**src/rtl/restart_stop_ctl.sv**
```systemverilog
// Restart/stop sequencer for the timer: holds GOJAM for whole MCTs after any restart source,
// handles monitor stop and single-MCT stepping, and keeps a sticky restart-cause register.
`timescale 1ns/1ps

module restart_stop_ctl #(
  parameter int GOJAM_MCT   = 2,
  parameter int SYNC_STAGES = 2
) (
  input  logic       CLOCK,
  input  logic       SIM_RST,
  input  logic       T12_STB,
  input  logic       STRT1,
  input  logic       STRT2,
  input  logic       SBY,
  input  logic       ALGA,
  input  logic       GOJ1,
  input  logic       MSTP,
  input  logic       MSTRTP,
  input  logic       CAUSE_RD,
  output logic       GOJAM,
  output logic       GOJAM_n,
  output logic       STOP,
  output logic       STOP_n,
  output logic [4:0] CAUSE,
  output logic       RSTRT_LGT,
  output logic [2:0] STATE
);

  typedef enum logic [2:0] {
    RUN      = 3'd0,
    GOJ_WAIT = 3'd1,
    GOJ      = 3'd2,
    STOPPED  = 3'd3,
    STEP     = 3'd4
  } state_t;

  localparam logic [3:0] MCT_LOAD = 4'(GOJAM_MCT);

  logic [6:0]                  async_in;
  logic [SYNC_STAGES-1:0][6:0] sync_pipe;
  logic [6:0]                  sync_out;
  logic [4:0]                  src_sync;
  logic [4:0]                  src_prev;
  logic [4:0]                  src_rise;
  logic                        mstp_sync;
  logic                        mstrtp_sync;
  logic                        mstrtp_prev;
  logic                        step_req;
  logic                        req;

  logic [4:0] cause_q;
  state_t     state_q, state_d;
  logic [3:0] mcnt_q, mcnt_d;
  logic       gojam_q, gojam_d;
  logic       stop_q, stop_d;

  assign async_in = {MSTRTP, MSTP, GOJ1, ALGA, SBY, STRT2, STRT1};

  always_ff @(posedge CLOCK or negedge SIM_RST) begin
    if (!SIM_RST) begin
      sync_pipe <= '0;
    end else begin
      sync_pipe <= {sync_pipe[SYNC_STAGES-2:0], async_in};
    end
  end

  assign sync_out    = sync_pipe[SYNC_STAGES-1];
  assign src_sync    = sync_out[4:0];
  assign mstp_sync   = sync_out[5];
  assign mstrtp_sync = sync_out[6];
  assign req         = |src_sync;

  // MSTRTP history resets high so a step button held through reset is not taken as an edge.
  always_ff @(posedge CLOCK or negedge SIM_RST) begin
    if (!SIM_RST) begin
      src_prev    <= '0;
      mstrtp_prev <= 1'b1;
    end else begin
      src_prev    <= src_sync;
      mstrtp_prev <= mstrtp_sync;
    end
  end

  assign src_rise = src_sync & ~src_prev;
  assign step_req = mstrtp_sync & ~mstrtp_prev;

  // A fresh source edge survives a simultaneous read so no restart cause is ever lost.
  always_ff @(posedge CLOCK or negedge SIM_RST) begin
    if (!SIM_RST) begin
      cause_q <= '0;
    end else begin
      cause_q <= (CAUSE_RD ? 5'b0 : cause_q) | src_rise;
    end
  end

  always_ff @(posedge CLOCK or negedge SIM_RST) begin
    if (!SIM_RST) begin
      state_q <= GOJ;
      mcnt_q  <= MCT_LOAD;
      gojam_q <= 1'b1;
      stop_q  <= 1'b0;
    end else begin
      state_q <= state_d;
      mcnt_q  <= mcnt_d;
      gojam_q <= gojam_d;
      stop_q  <= stop_d;
    end
  end

  always_comb begin
    state_d = state_q;
    mcnt_d  = mcnt_q;
    gojam_d = gojam_q;
    stop_d  = stop_q;

    if (state_q == GOJ) begin
      if (T12_STB) begin
        if (req) begin
          mcnt_d = MCT_LOAD;
        end else if (mcnt_q == 4'd1) begin
          state_d = RUN;
          gojam_d = 1'b0;
        end else begin
          mcnt_d = mcnt_q - 4'd1;
        end
      end
    end else if (state_q == GOJ_WAIT) begin
      // Already committed to a restart: only the MCT boundary moves us on.
      if (T12_STB) begin
        state_d = GOJ;
        gojam_d = 1'b1;
        mcnt_d  = MCT_LOAD;
      end
    end else if (req) begin
      state_d = GOJ_WAIT;
      stop_d  = 1'b0;
    end else begin
      case (state_q)
        RUN: begin
          if (T12_STB && mstp_sync) begin
            state_d = STOPPED;
            stop_d  = 1'b1;
          end
        end
        STOPPED: begin
          if (!mstp_sync) begin
            state_d = RUN;
            stop_d  = 1'b0;
          end else if (step_req) begin
            state_d = STEP;
            stop_d  = 1'b0;
          end
        end
        STEP: begin
          if (T12_STB) begin
            state_d = mstp_sync ? STOPPED : RUN;
            stop_d  = mstp_sync;
          end
        end
        default: begin
          state_d = RUN;
          stop_d  = 1'b0;
        end
      endcase
    end
  end

  assign GOJAM     = gojam_q;
  assign GOJAM_n   = ~gojam_q;
  assign STOP      = stop_q;
  assign STOP_n    = ~stop_q;
  assign CAUSE     = cause_q;
  assign RSTRT_LGT = |cause_q;
  assign STATE     = state_q;

endmodule
```
**config.mk**
```make
export PLATFORM = sky130hd
export DESIGN_NAME = restart_stop_ctl
export DESIGN_NICKNAME = d
export VERILOG_FILES = /design/src/rtl/restart_stop_ctl.sv
export SDC_FILE = /design/constraint.sdc
export NUM_CORES = 1
export LEC_CHECK = 0
export ABC_AREA = 1
export ABC_CLOCK_PERIOD_IN_PS = 2200
export CAP_MARGIN = 40
export CELL_PAD_IN_SITES_DETAIL_PLACEMENT = 0
export CELL_PAD_IN_SITES_GLOBAL_PLACEMENT = 1
export CORE_MARGIN = 2
export CORE_UTILIZATION = 25
export DETAILED_ROUTE_END_ITERATION = 8
export DONT_BUFFER_PORTS = 1
export GPL_ROUTABILITY_DRIVEN = 1
export MAX_ROUTING_LAYER = met4
export PLACE_DENSITY = 0.54
export SETUP_SLACK_MARGIN = 0.4
export SLEW_MARGIN = 5
export SYNTH_ARGS = -nofsm -noshare
export SYNTH_HDL_FRONTEND = slang
export SYNTH_SLANG_ARGS = --single-unit
```
**constraint.sdc**
```tcl
create_clock -name CLOCK -period 2.2 [get_ports CLOCK]
set_input_delay 0.11 -clock CLOCK [delete_from_list [all_inputs] [get_ports CLOCK]]
set_output_delay 0.11 -clock CLOCK [all_outputs]
set_load 0.1 [all_outputs]
```
==> results_dict.tcl <==
set metrics [dict create \
    die_height_microns 79.64 \
    drv_slew 0 \
    instances_no_fill 238 \
    synth_top_area_share_pct 52.49 \
    clockBufferDepth 2 \
    fin_crit_ns 1.396 \
    grt_overflow 0 \
    yosysMostFrequentCell "dfrtp_1" \
    cts_tree "yes" \
    drv_cap 0 \
    syn-num-nets 149 \
    cts_sinks 34 \
    antenna_found_initial 0 \
    diodes 0 \
    start_util_pct 25.97 \
    clockRootBuffer "clkbuf_8" \
    ys_warn_count 0 \
    cts-resized-gates 0 \
    crit_chain "inv_1, ha_1, nand2_1, nor2_1, nand2_1, nand2_2, nand3_2, nand2_1, nand2_1" \
    rows 27 \
    port_buffers 0 \
    drc_errors 0 \
    yosys.area.top_type "dfrtp_1" \
    dieArea_sq_um 6342 \
    worstMarginPinSlew_ns 0.2976 \
    critPathMaxFanout 5 \
    syn_avg_cell_area_sq_um 10.52 \
    cp_slowest_cell "dfstp_2" \
    cpPeakStageDelay_ns 0.36 \
    place_inst 221 \
    path_clk_slew_ns 0.07 \
    cts_hold_buf 10 \
    fmax_ghz 0.7162 \
    layout-drive-gt1-share_pct 31.93 \
    drtIter0Drc 44 \
    reg2reg_slack_ns 0.80 \
    synth_common_cells "30 x dfrtp_1, 21 x inv_1, 20 x nand2_1" \
    finalSetupTns_ns 0 \
    final_nets 179 \
    min_path_type "input port to flop" \
    final.period_utilization_pct 63.47 \
    worst_path_most_repeated_cell "nand2_1" \
    grt.total_usage_pct 10.03 \
    status "complete, no violations" \
    area_delta_synth_final_pct 29.05 \
    holdWs_ns 0.1002 \
    cts_made_buffers 5 \
    endpoint_kind "flop" \
    grt_pass1_wl_microns 4733 \
    criticalPathCategory "flop to flop" \
    synth-seq-area-share_pct 59.84 \
    skew_ns 0.006191 \
    peakVddDrop_uv 379.7 \
    synth-main-ff-cell "dfrtp_1" \
    yosys-top-cells-area "dfrtp_1 52%, dfstp_2 7.3%, inv_1 5.5%" \
    async_reset_ff_share_pct 100.0 \
    p_per_area_nw_per_um2 1217 \
    synth_edf_count 0 \
    post_synth_instance_area_sq_um 1430 \
    max_slew_margin_pct 80.16 \
    core_area_sq_um 5507 \
    synthCells 136 \
    post-place-ws_ns 0.8108 \
    grt_max_degree 35 \
    routed_wl_microns 2657 \
    post-cts-setup-buffer-count 0 \
    worst_slack_ns 0.8037 \
    ys_ff_latch 34 \
    htree_levels 2 \
    viasPerCell 4.076 \
    drtAntennaViolNets 0 \
    leakagePower_nw 0.8539 \
    clkLatencyLatePin_ns 0.28 \
    synth_cell_types 23 \
    io_pins 24 \
    grt_pass1_vias 1006 \
    vias 970 \
    gp_congestion 0.8348 \
    hpwl_microns 1928 \
    drt_first_pass_iters 4 \
    setup_violations 0 \
    finalHoldViolCount 0 \
    required_ns 2.37 \
    crit_arrival_ns 1.57 \
    worstSetupStartpointType "flop" \
    die_x_microns 79.64 \
    rsz0062_at_grt "no" \
    avgRoutedWirePerCell_microns 11.16 \
]
==> metal layers <==
layer  vias up  global-route usage (%)  wire, microns
li1        493                       -              -
met1       456                   12.27           1244
met2        16                   14.96           1255
met3         5                   2.036             82
met4         0                   6.724             76
met5         -                       -              0
==> final timing paths <==
kind	from	endpoint	cells past startpoint
min in group asynchronous	SIM_RST	sync_out[2]	2
min reg2reg	sync_pipe[2]	sync_out[2]	0
max reg2reg	mcnt_q[1]	STATE[0]	9
max	mcnt_q[1]	STATE[0]	9
min	T12_STB	STATE[2]	3
max in group asynchronous	SIM_RST	mcnt_q[1]	2
==> power breakdown <==
| part | switching [W] | internal [W] | total, W | leakage (nW) |
|---|---|---|---|---|
| logic | 0.000665 | 0.000229 | 0.000894 | 0.391 |
| registers | 0.0000622 | 0.000714 | 0.000776 | 0.406 |
| clock network | 0.000215 | 0.000362 | 0.000577 | 0.0573 |
==> stage by stage <==
step | util (%) | power (W) | area [sq um]
floorplan | - | 0.001500 | 1435
global placement | 29.47 | 0.001651 | 1623
detailed placement | 29.47 | 0.001659 | 1623
CTS | 33.52 | 0.002279 | 1846
global route | 33.52 | 0.002390 | 1846
finish | 33.52 | 0.002247 | 1846
==> state kept, by name, summed over array words and instances, names as in the netlist <==
register and count:
sync_out 7, STATE 3, mcnt_q 4, mstrtp_prev 1, sync_pipe 7, STOP 1
GOJAM 1, CAUSE 5, src_prev 5
==> cell usage in the layout, fill, tap and decap left out, types with 3 or more instances in the layout <==
cell type	synthesis	routed
nand4_1	9	9
buf_4	0	13
nor2_2	3	3
o22ai_1	5	5
nor2_4	3	3
nand3_2	4	5
dfrtp_1	30	30
nor3_1	3	3
clkbuf_8	0	6
nand2_1	20	20
nand2_2	6	6
dfstp_2	4	4
dlygate4sd3_1	0	9
nor2_1	7	7
inv_1	21	21
o21ai_1	3	3
o21ai_2	3	3
inv_2	4	4
==> worst max-delay path: cells and delay by family (launching register included) <==
| family | cells | cell delay, ns |
|---|---|---|
| buf+inv | 1 | 0.14 |
| simple gates | 7 | 0.61 |
| fa+ha+maj | 1 | 0.17 |
| flops | 1 | 0.36 |
==> cells by family after synthesis <==
logic type	Yosys count	share of synthesized area (%)
and+or+nand+nor	60	24.23
buffers and inverters	26	6.999
AOI/OAI and AO/OA	13	6.562
adders and majority gates	2	1.750
xor gates and xnor gates	1	0.6125
DFF	34	59.84
==> cell type report <==
type	count	area, sq um
Clock inverter	1	30.03
Tap cell	72	90.09
Timing Repair Buffer	23	207.7
Sequential cell	34	855.8
Inverter	26	100.1
Fill cell	565	3661
Multi-Input combinational cell	76	479.2
Clock buffer	6	82.58
Power figures use the tool's default switching activity.
